**src/rtl/perceptron_frame_tx.sv**
```systemverilog
// Byte-serial frame transmitter for perceptron results:
// SYNC, EPOCH, LEN, W[0..N_W-1], ACT, CHK over a valid/ready handshake.
module perceptron_frame_tx #(
    parameter int unsigned N_W       = 2,
    parameter logic [7:0]  SYNC_BYTE = 8'hA5
) (
    input  logic             clk,
    input  logic             rst,
    input  logic             start,
    input  logic [8*N_W-1:0] w_flat,
    input  logic [7:0]       act_in,
    input  logic [7:0]       epoch_in,
    output logic [7:0]       tx_data,
    output logic             tx_valid,
    input  logic             tx_ready,
    output logic             busy,
    output logic             done
);

    typedef enum logic [2:0] {
        StIdle, StSync, StEpoch, StLen, StPayload, StAct, StChk
    } state_e;

    state_e             state_q, state_d;
    logic [3:0]         idx_q, idx_d;
    logic [7:0]         chk_q, chk_d;
    logic [8*N_W-1:0]   w_q, w_d;
    logic [7:0]         act_q, act_d;
    logic [7:0]         epoch_q, epoch_d;
    logic               done_q, done_d;
    logic [7:0]         payload_byte;
    logic               xfer;

    always_ff @(posedge clk or posedge rst) begin
        if (rst) begin
            state_q <= StIdle;
            idx_q   <= '0;
            chk_q   <= '0;
            w_q     <= '0;
            act_q   <= '0;
            epoch_q <= '0;
            done_q  <= 1'b0;
        end else begin
            state_q <= state_d;
            idx_q   <= idx_d;
            chk_q   <= chk_d;
            w_q     <= w_d;
            act_q   <= act_d;
            epoch_q <= epoch_d;
            done_q  <= done_d;
        end
    end

    // Weight selected by the payload index, from the snapshot only.
    always_comb begin
        payload_byte = 8'h00;
        for (int i = 0; i < int'(N_W); i++) begin
            if (idx_q == 4'(i)) begin
                payload_byte = w_q[8*i +: 8];
            end
        end
    end

    always_comb begin
        state_d  = state_q;
        idx_d    = idx_q;
        chk_d    = chk_q;
        w_d      = w_q;
        act_d    = act_q;
        epoch_d  = epoch_q;
        done_d   = 1'b0;
        tx_data  = 8'h00;
        tx_valid = (state_q != StIdle);
        busy     = (state_q != StIdle);
        xfer     = tx_valid && tx_ready;

        case (state_q)
            StIdle: begin
                if (start) begin
                    w_d     = w_flat;
                    act_d   = act_in;
                    epoch_d = epoch_in;
                    chk_d   = 8'h00;
                    idx_d   = 4'd0;
                    state_d = StSync;
                end
            end
            StSync: begin
                tx_data = SYNC_BYTE;
                if (xfer) state_d = StEpoch;
            end
            StEpoch: begin
                tx_data = epoch_q;
                if (xfer) begin
                    chk_d   = chk_q ^ epoch_q;
                    state_d = StLen;
                end
            end
            StLen: begin
                tx_data = 8'(N_W);
                if (xfer) begin
                    chk_d   = chk_q ^ 8'(N_W);
                    idx_d   = 4'd0;
                    state_d = StPayload;
                end
            end
            StPayload: begin
                tx_data = payload_byte;
                if (xfer) begin
                    chk_d = chk_q ^ payload_byte;
                    if (idx_q == 4'(N_W - 1)) begin
                        state_d = StAct;
                    end else begin
                        idx_d = idx_q + 4'd1;
                    end
                end
            end
            StAct: begin
                tx_data = act_q;
                if (xfer) begin
                    chk_d   = chk_q ^ act_q;
                    state_d = StChk;
                end
            end
            StChk: begin
                tx_data = chk_q;
                if (xfer) begin
                    done_d  = 1'b1;
                    state_d = StIdle;
                end
            end
            default: state_d = StIdle;
        endcase
    end

    assign done = done_q;

endmodule

```
**config.mk**
```make
export PLATFORM = sky130hd
export DESIGN_NAME = perceptron_frame_tx
export DESIGN_NICKNAME = d
export VERILOG_FILES = /design/src/rtl/perceptron_frame_tx.sv
export SDC_FILE = /design/constraint.sdc
export NUM_CORES = 1
export LEC_CHECK = 0
export BUFFER_PORTS_ARGS = -buffer_cell sky130_fd_sc_hd__buf_2
export CAP_MARGIN = 10
export CORE_ASPECT_RATIO = 0.9
export CORE_MARGIN = 5
export CORE_UTILIZATION = 40
export CTS_CLUSTER_DIAMETER = 80
export DETAILED_ROUTE_END_ITERATION = 10
export PLACE_DENSITY = 0.6
export SYNTH_ARGS = -nofsm -noshare
export SYNTH_HDL_FRONTEND = slang
export SYNTH_SLANG_ARGS = --single-unit
export TNS_END_PERCENT = 5
```
**constraint.sdc**
```tcl
create_clock -name clk -period 4.1 [get_ports clk]
set_input_delay 0.41 -clock clk [delete_from_list [all_inputs] [get_ports clk]]
set_output_delay 0.41 -clock clk [all_outputs]
set_load 0.1 [all_outputs]
```
Yosys cells after proc, flatten, opt, wreduce, memory -nomap -nowiden

Cells that the tools add are included.

$add $sub $neg: 1
Equal/unequal tests: 16
Multiplexer cells: 25
Bitwise logic cells: 5
Reductions and logical operators: 12

Operator list:

| cell                | count |
|---|---|
| $mux 8              | 6 |
| $pmux 8 s6          | 1 |
| $pmux 8 s5          | 1 |
| $mux 3              | 8 |
| $xor 8x8->8         | 3 |
| $pmux 3 s7          | 1 |
| $ne 2x2->1 const B  | 9 |
| $mux 4              | 4 |
| $pmux 4 s3          | 1 |
| $reduce_and 6->1    | 2 |
| $eq 3x3->1 const B  | 3 |
| $reduce_and 8->1    | 1 |
| $eq 3x2->1 const B  | 2 |
| $reduce_bool 3->1   | 2 |
| $reduce_and 5->1    | 1 |
| $reduce_bool 5->1   | 1 |
| $add 4x1->4 const B | 1 |
| $eq 4x1->1 const B  | 1 |
| $logic_not 4->1     | 1 |
| $reduce_bool 4->1   | 1 |
| $eq 3x1->1 const B  | 1 |
| $logic_not 3->1     | 1 |
| $mux 1              | 2 |
| $mux 2              | 1 |
| other kinds (3)     | 4 |

Register bits: 48
Input port bits: 36
Output and inout port bits: 11
Logic and storage cells: 67

Logic depth before layout (Yosys ltp)

Gate-level depths: netlist (run 1).

Depth after elaboration: 6
Depth in mapped cells: 7
Gate-level depth less buffers: 6

Worst setup path after synthesis (run 1)

OpenSTA, ideal clock, no wires.

Path kind: register -> output
From: register state_q[2]
To: output port tx_data[3]
Arrival time: 3,295 ps
Data required time: 3,690 ps
Setup slack: 395 ps
Cell stages (with the launch flop): 5
Buffers on the path: 2
Cells stage by stage: dfrtp_1 > buf_1 > buf_1 > mux2i_1 > o21ai_0

Word-level cells in the longest chain between the ends: 2
Elaborated cells on any way between the ends: 7
Those cells by class: 6 x eq/ne; 1 x mux

Ends and longest elaborated chain:

| element                            | RTL line | RTL |
|---|---|---|
| start, declared                    | 24       | `state_e state_q, state_d;` |
| start signal, assigned             | 36       | `state_q <= StIdle;` |
| start signal, assigned             | 44       | `state_q <= state_d;` |
| $eq 3x3->1 (tied with other cells) | 77       | `case (state_q)` |
| $pmux 8 s6 (*)                     | 77       |  |
| end, declared                      | 13       | `output logic [7:0] tx_data,` |

Mark *: on every way between the ends. The rest lies on a longest branch, timed or not.

Final worst setup path (run 1)

From: register state_q[1]
To: output port tx_data[0]

Same word-level chain as after synthesis.

==> reports/results.tsv, run 1 <==
stage	metric	value	unit
clock_tree	clock-sinks	48	
clock_tree	clock_latency	0.30	ns
routing	drt_pre_antenna_iters	4	
cells_and_area	finish.cell_count_without_fillers	392	
cells_and_area	fillerInstances	620	
place	place.gp.congestion	0.794	
place	port_buffers	46	
timing	maxSlewViolCount	0	
clock_tree	htree_levels	2	
timing	slew_headroom	26.1	%
timing	setup_tns	0	ns
timing	period_needed	3.04	ns
setup_path	crit_path_start	state_q[1]	
synth	netlist_top_cells_area	dfrtp_1 (44%), mux2_2 (13%), mux2i_1 (4.0%)	
routing	drtIter0Drc	79	
pwr	irDropWorstVdd	0.000417	V
pwr	leakagePower	0.00136	uW
die	num_rows	28	
outcome	status	finished clean	
global_route	antenna_found_initial	0	
cells_and_area	n_antenna_cell	0	
synth	synth_nets	304	
place	post-dp-hpwl	4410	um
timing	whs	0.322	ns
timing	fmax	329	MHz
synth	yosysSeqAreaShare	44.1	%
setup_path	ff2ff_path_depth	4	
routing	routedWlPerCell	15.7	um
timing	rsz0062_at_grt	false	
synth	synth_ff_type	dfrtp_1	
clock_tree	postCtsHoldBufs	0	
setup_path	worstSetupStartpointType	register	
die	coreArea	0.00662	mm2
cells_and_area	area_delta_synth_final	14.7	%
global_route	met1_usage	20.1	%
routing	drc	0	
routing	ant_nets	0	
die	start_util	41.2	%
clock_tree	cts_root_buf	clkbuf_8	
setup_path	end_kind	primary output	
timing	fin_crit_sh	74.2	%
global_route	use_met2	24.8	%
global_route	grt_util_all_layers	15.1	%
setup_path	r2r_end	chk_q[1]	
setup_path	ff2ff_setup_slack	1.59	ns
synth	avgSynthCellArea	10.3	um2
setup_path	endpoint	tx_data[0]	
setup_path	crit_fanout	22	
clock_tree	cts_buffer_depth	2	
timing	setup_violations	0	
die	fp.dieW	97.0	um
die	io_pins	47	
cells_and_area	nets	340	
setup_path	rr_startpoint	state_q[1]	
setup_path	worstSetupPathType	reg2out	
routing	routed_via_density	5.43	
run	max-cap-violations	0	
synth	synth.most_common_cell	dfrtp_1	
clock_tree	post-cts-setup-buffers	0	
timing	hold_viol	0	
synth	yosysTopAreaCell	dfrtp_1	
place	dpl.cell_count	384	
synth	synth_edf_count	0	
min_path	hold_path.class	in2reg	
synth	synthTopCellsByCount	dfrtp_1 (48), mux2_2 (31), nand2_1 (22), a21oi_1 (19), a211oi_1 (14)	
clock_tree	cts.clk_slew.worst_paths	0.09	ns
global_route	overflow	0	
routing	routed_wirelength	6140	um
global_route	busiest_layer	met2	
timing	timing_worst_slew_pin_value	1.11	ns
setup_path	required	3.69	ns
timing	fin_skew	0.00470	ns
clock_tree	cts_tree	yes	
clock_tree	ctsResizeCount	0	
synth	ys_async_sr_fraction	100	%
die	die_h	88.3	um
die	die_area	0.00857	mm2
synth	yosys_warnings	0	
global_route	met3_usage	3.55	%
routing	num_vias	2129	
cells_and_area	drive_gt1_share	31.8	%
clock_tree	cts_made_buffers	5	
global_route	grt_pass1_wl	10500	um
setup_path	cp.arrival	2.63	ns
global_route	first_global_vias	2222	
global_route	grt_max_degree	49	
synth	synth.distinct_cells	45	
synth	syn_area	0.00273	mm2
synth	synth_top_area_share	44.1	%
pwr	power.density	868	mW/mm2
synth	synth_cells	265	
synth	ys_seq_elements	48	
-- layer usage --
metal	part of all wire (%)	up-vias
met5	0	-
met2	46	47
met4	0.98	0
li1	-	1051
met3	4.5	6
met1	48	1025
-- how the worst min path moves through the flow --
stage,startpoint,to,slack (ns),cells after the start
2_1_floorplan,w_q[9],w_q[9],0.47,1
3_3_place_gp,act_q[5],act_q[5],0.48,1
3_5_place_dp,act_q[6],act_q[6],0.49,1
4_1_cts,epoch_in[7],epoch_q[7],0.31,3
5_1_grt,epoch_in[3],epoch_q[3],0.32,2
6_report,epoch_in[7],epoch_q[7],0.32,3
-- layout by cell type, fill, tap and decap left out, types with 2 or more instances in the layout --
cell type | netlist | routed
o21ai_0 | 13 | 13
o22ai_1 | 3 | 3
dfrtp_1 | 48 | 48
o31ai_1 | 2 | 2
a21bo_2 | 2 | 2
nand2b_1 | 2 | 2
inv_1 | 7 | 6
o221ai_1 | 3 | 3
buf_2 | 4 | 46
nand2_1 | 22 | 22
nand3b_1 | 8 | 8
buf_4 | 1 | 3
a21oi_1 | 19 | 19
nor2_1 | 10 | 10
o21a_1 | 6 | 6
a211oi_1 | 14 | 14
o311a_1 | 6 | 6
ha_1 | 3 | 3
and3b_1 | 3 | 3
mux2i_1 | 11 | 11
mux2_2 | 31 | 31
or3_1 | 2 | 2
and2_1 | 7 | 7
or3b_2 | 2 | 2
nand3_1 | 3 | 3
clkbuf_8 | 0 | 5
-- area by class of cell --
class	count	area [um2]	share of cell area [%]
clock buffer	5	68.8	2.20
clock inverter	3	42.5	1.36
inverter	7	26.3	0.840
multi-input combinational	190	1420	45.5
sequential	48	1200	38.4
tap	90	113	3.60
timing repair buffer	49	253	8.08
-- report_power, final --
part / internal [uW] / leakage [uW] / switching (uW) / total [uW]
registers: 689 / 0.000592 / 210 / 898
logic: 499 / 0.000714 / 976 / 1470
clock network: 181 / 0.0000541 / 162 / 343
total: 1370 / 0.00136 / 1350 / 2720
-- registers in the layout, summed over array words and instances, names as in the netlist --
name     count
done         1
epoch_q      8
state_q      3
chk_q        8
w_q         16
act_q        8
idx_q        4
-- critical path, stage by stage, from the launching register on --
cell      delay, ns
dfrtp_1        0.60
or3b_1         0.60
a211oi_1       0.43
nor2_1         0.13
o221ai_1       0.10
buf_2          0.46
-- kinds of logic after synthesis --
group           after synthesis  synth area share (%)
simple gates                 70                  14.9
buf+inv                      27                  4.04
mux                          42                  16.9
flops                        48                  44.1
fa+ha+maj                     3                  1.38
compound gates               75                  18.7
-- per-stage QoR --
stage | instance area (um2) | power (uW) | util (%) | setup WS [ns]
floorplan | 2730 | 2110 | - | 0.395
global placement | 3020 | 2370 | 45.5 | 1.47
detailed placement | 3020 | 2390 | 45.5 | 1.43
CTS | 3130 | 2740 | 47.2 | 1.04
global route | 3130 | 2910 | 47.2 | 0.911
finish | 3130 | 2720 | 47.2 | 1.06
Note: power is estimated with default switching activity, not from simulation.
==> run 2: changes to the inputs <==
==> constraint.sdc (replaced) <==
create_clock -name clk -period 3 [get_ports clk]
set_input_delay 0.3 -clock clk [delete_from_list [all_inputs] [get_ports clk]]
set_output_delay 0.3 -clock clk [all_outputs]
set_load 0.1 [all_outputs]
==> reports/results.tsv, run 2 (synthesis gave the netlist of run 1 again) <==
stage	metric	value	unit	change
outcome	status	finished clean		
routing	drc	0		unchanged
setup_path	required	2.70	ns	-0.99 ns
clock_tree	cts_buffer_depth	2		unchanged
pwr	irDropWorstVdd	0.000656	V	+57%
clock_tree	ctsResizeCount	0		unchanged
timing	fmax	387	MHz	
place	post-dp-hpwl	4580	um	+3.7%
setup_path	worstSetupStartpointType	register		
global_route	grt_max_degree	49		unchanged
timing	timing_worst_slew_pin_value	1.04	ns	-0.0672 ns
routing	drt_pre_antenna_iters	4		unchanged
pwr	p_int	2060	uW	+50%
setup_path	crit_path_start	idx_q[1]		
clock_tree	post-cts-setup-buffers	0		unchanged
timing	period_needed	2.59	ns	
place	place_ws	0.668	ns	-0.764 ns
pwr	clockPowerShare	9.7	%	-2.9 points
timing	slew_headroom	30.8	%	+4.7 points
die	coreArea	0.00662	mm2	unchanged
global_route	grt_util_all_layers	15.3	%	+0.24 points
timing	fin_skew	0.00520	ns	+0.000500 ns
place	placed_area	0.00317	mm2	+5.2%
timing	maxSlewViolCount	0		unchanged
die	die_h	88.3	um	unchanged
cells_and_area	largest_reg_flops	16		unchanged
cells_and_area	top_register	w_q		
cells_and_area	area_delta_synth_final	19.4	%	
global_route	grt_pass1_wl	10500	um	unchanged
clock_tree	cts_tree	yes		
cells_and_area	final_area	0.00325	mm2	+4.1%
clock_tree	cts.clk_slew.worst_paths	0.09	ns	about the same
global_route	antenna_found_initial	0		unchanged
pwr	leakagePower	0.00140	uW	+3.1%
pwr	power_frac_seq	29.1	%	-4.0 points
setup_path	end_kind	primary output		
routing	num_vias	2182		+2.5%
die	io_pins	47		unchanged
pwr	switching_share	48.1	%	-1.5 points
setup_path	worstSetupPathType	reg2out		
timing	rsz0062_at_grt	false		
pwr	power.density	1220	mW/mm2	+40%
setup_path	rr_startpoint	idx_q[1]		
timing	fin_crit_sh	86.2	%	
clock_tree	cts_made_buffers	5		unchanged
cells_and_area	n_antenna_cell	0		unchanged
clock_tree	postCtsHoldBufs	0		unchanged
min_path	hold_path.class	in2reg		
timing	setup_violations	0		unchanged
global_route	overflow	0		unchanged
routing	routed_via_density	5.51		+1.5%
clock_tree	htree_levels	2		unchanged
clock_tree	clock-sinks	48		unchanged
routing	ant_nets	0		unchanged
routing	routed_wirelength	6380	um	+3.8%
timing	hold_viol	0		unchanged
routing	drtIter0Drc	104		+32%
setup_path	cp.arrival	2.29	ns	-0.34 ns
setup_path	crit_fanout	17		-23%
die	fp.dieW	97.0	um	unchanged
routing	routedWlPerCell	16.1	um	+2.8%
die	start_util	41.2	%	unchanged
clock_tree	cts_root_buf	clkbuf_8		
cells_and_area	final_cell_mix	dfrtp_1 (48), buf_2 (38), mux2_2 (31), nand2_1 (22), a21oi_1 (19)		
pwr	finalPower	3960	uW	+46%
global_route	first_global_vias	2111		-5.0%
clock_tree	clock_latency	0.31	ns	about the same
timing	worst_slack	0.415	ns	-0.643 ns
cells_and_area	final_util	49.1	%	+1.9 points
place	place.gp.congestion	0.771		-2.8%
place	port_buffers	46		unchanged
die	num_rows	28		unchanged
die	die_area	0.00857	mm2	unchanged
run	max-cap-violations	0		unchanged
cells_and_area	nets	345		+1.5%
cells_and_area	mostFrequentLayoutCell	dfrtp_1		
cells_and_area	fillerInstances	633		+2.1%
min_path	min-delay-start	epoch_in[7]		
cells_and_area	drive_gt1_share	32.7	%	+0.89 points
pwr	switchingPower	1910	uW	+41%
pwr	p_comb_share	61.2	%	+6.9 points
## run 2: cell types whose count changed in the layout (fill, tap and decap cells not counted)
| cell | previous run | this run |
|---|---|---|
| buf_12 | 0 | 8 |
| buf_2 | 46 | 38 |
| buf_4 | 3 | 8 |
| bufinv_16 | 1 | 0 |
| o21ai_1 | 0 | 1 |
| o21ai_0 | 13 | 12 |
## run 2: layout make-up
cell class | count | area, um2 | share of cell area, %
timing repair buffer | 54 | 410 | 12.6
inverter | 7 | 26.3 | 0.807
sequential | 48 | 1200 | 36.9
multi-input combinational | 190 | 1420 | 43.7
clock buffer | 5 | 68.8 | 2.11
clock inverter | 2 | 12.5 | 0.384
tap | 90 | 113 | 3.46
## run 2: power by group through the flow
| stage | Sequential (uW) | Clock, uW | Combinational (uW) |
|---|---|---|---|
| CTS | 1160 | 396 | 2440 |
| detailed placement | 1170 | 0 | 2430 |
| finish | 1150 | 384 | 2420 |
| floorplan | 1100 | 0 | 1790 |
| global placement | 1160 | 0 | 2400 |
| global route | 1200 | 419 | 2590 |
## run 2: metrics by stage
step                      instances  hold slack, ns  setup TNS [ns]
after CTS                       396           0.202               0
after global routing            396           0.204               0
after floorplan                 265           0.417           -1.33
final                           396           0.212               0
after detailed placement        389           0.492               0
after global placement          389           0.483               0
## run 2: layer usage
| metal | global-route usage (%) | routed length [um] | vias up |
|---|---|---|---|
| met5 | 0 | 0 | - |
| met4 | 8.04 | 204 | 0 |
| met3 | 3.15 | 240 | 17 |
| met2 | 23.2 | 2900 | 55 |
| met1 | 20.9 | 3030 | 1053 |
| li1 | - | - | 1057 |
## run 2: worst paths after layout
| kind | to | slack, ns | cells after the start |
|---|---|---|---|
| min in group asynchronous | act_q[5] | 0.23 | 2 |
| max in group asynchronous | act_q[1] | 2.12 | 2 |
| hold reg to reg | act_q[3] | 0.51 | 1 |
| hold / removal | epoch_q[7] | 0.21 | 3 |
| setup reg to reg | idx_q[0] | 0.65 | 6 |
| setup / recovery | tx_data[2] | 0.41 | 7 |
## run 2: critical path: stages (launching register included)
cell	delay (ns)
dfrtp_1	0.40
inv_1	0.11
ha_1	0.44
nand2_1	0.10
a211oi_1	0.42
nor2_1	0.13
o221ai_1	0.15
buf_12	0.22
==> run 3: changes to the inputs <==
--- a/config.mk
+++ b/config.mk
@@ -13,6 +13,8 @@
 export CTS_CLUSTER_DIAMETER = 80
 export DETAILED_ROUTE_END_ITERATION = 10
 export PLACE_DENSITY = 0.6
+export RECOVER_POWER = 25
+export REMOVE_ABC_BUFFERS = 1
 export SYNTH_ARGS = -nofsm -noshare
 export SYNTH_HDL_FRONTEND = slang
 export SYNTH_SLANG_ARGS = --single-unit
==> reports/results.tsv, run 3 (synthesis gave the netlist of run 1 again) <==
stage	metric	value	unit	change
pwr	switching_share	47.1	%	-1.0 points
clock_tree	cts_made_buffers	5		unchanged
min_path	hold_path.class	in2reg		
pwr	p_int	2140	uW	+4.2%
cells_and_area	final_cell_mix	dfrtp_1 (48), buf_2 (38), mux2_2 (31), nand2_1 (22), a21oi_1 (19)		
clock_tree	cts_root_buf	clkbuf_8		
global_route	grt_max_degree	49		unchanged
timing	maxSlewViolCount	49		+49
die	fp.dieW	97.0	um	unchanged
routing	num_vias	2157		-1.1%
pwr	leakagePower	0.00142	uW	+1.0%
timing	fin_skew	0.00732	ns	+0.00212 ns
outcome	status	complete, but fails checks		
setup_path	end_kind	primary output		
place	place.gp.congestion	0.775		+0.44%
timing	hold_viol	0		unchanged
global_route	grt_pass1_wl	10500	um	about the same
routing	drt_pre_antenna_iters	4		unchanged
routing	drtIter0Drc	93		-11%
global_route	antenna_found_initial	0		unchanged
timing	whs	0.200	ns	-0.0118 ns
setup_path	worstSetupPathType	reg2out		
timing	fin_crit_sh	86.7	%	+0.49 points
cells_and_area	top_register	w_q		
clock_tree	post-cts-setup-buffers	0		unchanged
clock_tree	htree_levels	2		unchanged
pwr	switchingPower	1910	uW	about the same
clock_tree	cts.clk_slew.worst_paths	0.10	ns	about the same
die	die_h	88.3	um	unchanged
routing	drc	0		unchanged
cells_and_area	largest_reg_flops	16		unchanged
die	coreArea	0.00662	mm2	unchanged
place	port_buffers	46		unchanged
routing	routedWlPerCell	15.8	um	-2.0%
setup_path	required	2.70	ns	about the same
clock_tree	clock-sinks	48		unchanged
global_route	grt_util_all_layers	15.1	%	-0.20 points
global_route	overflow	0		unchanged
timing	slew_headroom	-23.7	%	-54 points
cells_and_area	mostFrequentLayoutCell	dfrtp_1		
outcome	violations	max-capacitance violations, max-slew violations		
clock_tree	clock_latency	0.31	ns	about the same
timing	period_needed	2.60	ns	+0.0148 ns
pwr	power.density	1230	mW/mm2	+1.4%
routing	routed_via_density	5.45		-1.1%
clock_tree	postCtsHoldBufs	0		unchanged
die	io_pins	47		unchanged
global_route	first_global_vias	2087		-1.1%
pwr	finalPower	4050	uW	+2.2%
cells_and_area	drive_gt1_share	32.4	%	-0.33 points
timing	fmax	385	MHz	-0.57%
timing	setup_violations	0		unchanged
cells_and_area	final_area	0.00328	mm2	+0.85%
setup_path	cp.arrival	2.30	ns	about the same
timing	timing_worst_slew_pin_value	1.85	ns	+0.815 ns
cells_and_area	n_antenna_cell	0		unchanged
routing	routed_wirelength	6250	um	-2.0%
cells_and_area	area_delta_synth_final	20.4	%	
place	post-dp-hpwl	4350	um	-5.0%
clock_tree	cts_buffer_depth	2		unchanged
die	die_area	0.00857	mm2	unchanged
timing	setup_tns	0	ns	unchanged
pwr	irDropWorstVdd	0.00106	V	+62%
setup_path	worstSetupStartpointType	register		
run	max-cap-violations	1		+1
clock_tree	cts_tree	yes		
cells_and_area	nets	344		-0.29%
routing	ant_nets	0		unchanged
timing	rsz0062_at_grt	false		
clock_tree	ctsResizeCount	0		unchanged
place	placed_area	0.00317	mm2	-0.24%
die	num_rows	28		unchanged
pwr	p_comb_share	59.6	%	-1.6 points
die	start_util	41.2	%	unchanged
pwr	clockPowerShare	12.1	%	+2.4 points
setup_path	crit_fanout	17		unchanged
pwr	power_frac_seq	28.2	%	-0.9 points
## run 3: cell count changes in the layout (fill, tap and decap cells not counted), sizes merged
cell      previous run  this run
bufinv               0         1
clkinv               1         2
buf                 54        53
clkinvlp             1         0
## run 3: path summary, 6_finish.rpt
path,start,endpoint,slack (ns),depth (start not counted)
min in group asynchronous,rst,w_q[5],0.58,2
hold reg to reg,act_q[5],act_q[5],0.51,1
setup reg to reg,idx_q[1],chk_q[1],0.61,6
setup / recovery,idx_q[1],tx_data[3],0.40,7
max in group asynchronous,rst,act_q[4],1.36,2
hold / removal,epoch_in[7],epoch_q[7],0.20,3
## run 3: cell type report
type | instances | area [um2]
multi-input combinational | 190 | 1420
clock inverter | 3 | 47.5
tap | 90 | 113
inverter | 7 | 26.3
sequential | 48 | 1200
fill | 620 | 3340
timing repair buffer | 53 | 403
clock buffer | 5 | 68.8
## run 3: power groups by stage
stage,registers (uW),clock network [uW],logic (uW)
floorplan,1170,0,1660
global placement,1150,0,2400
detailed placement,1160,0,2420
CTS,1150,505,2430
global route,1190,533,2580
finish,1140,491,2410
## run 3: critical path, stage by stage (launching register included)
cell and delay [ns]:
dfrtp_1 0.41, inv_1 0.11, ha_1 0.47, nand2_1 0.10, a211oi_1 0.35, nor2_1 0.12
o21ai_0 0.20, buf_12 0.23
## run 3: per-layer routing
metal  track usage, %  vias up  wire, um
met5                0        -         0
met4             3.83        0        52
met3             3.62        7       275
met2             24.2       44      2810
met1             20.8     1045      3110
li1                 -     1061         -
## run 3: metrics by stage
stage / setup slack [ns] / std cells / util [%]
final: 0.400 / 396 / 49.6
after global routing: 0.193 / 396 / 49.6
after CTS: 0.387 / 396 / 49.6
after detailed placement: 0.632 / 388 / 47.8
after global placement: 0.682 / 388 / 47.8
after floorplan: -0.481 / 245 / -
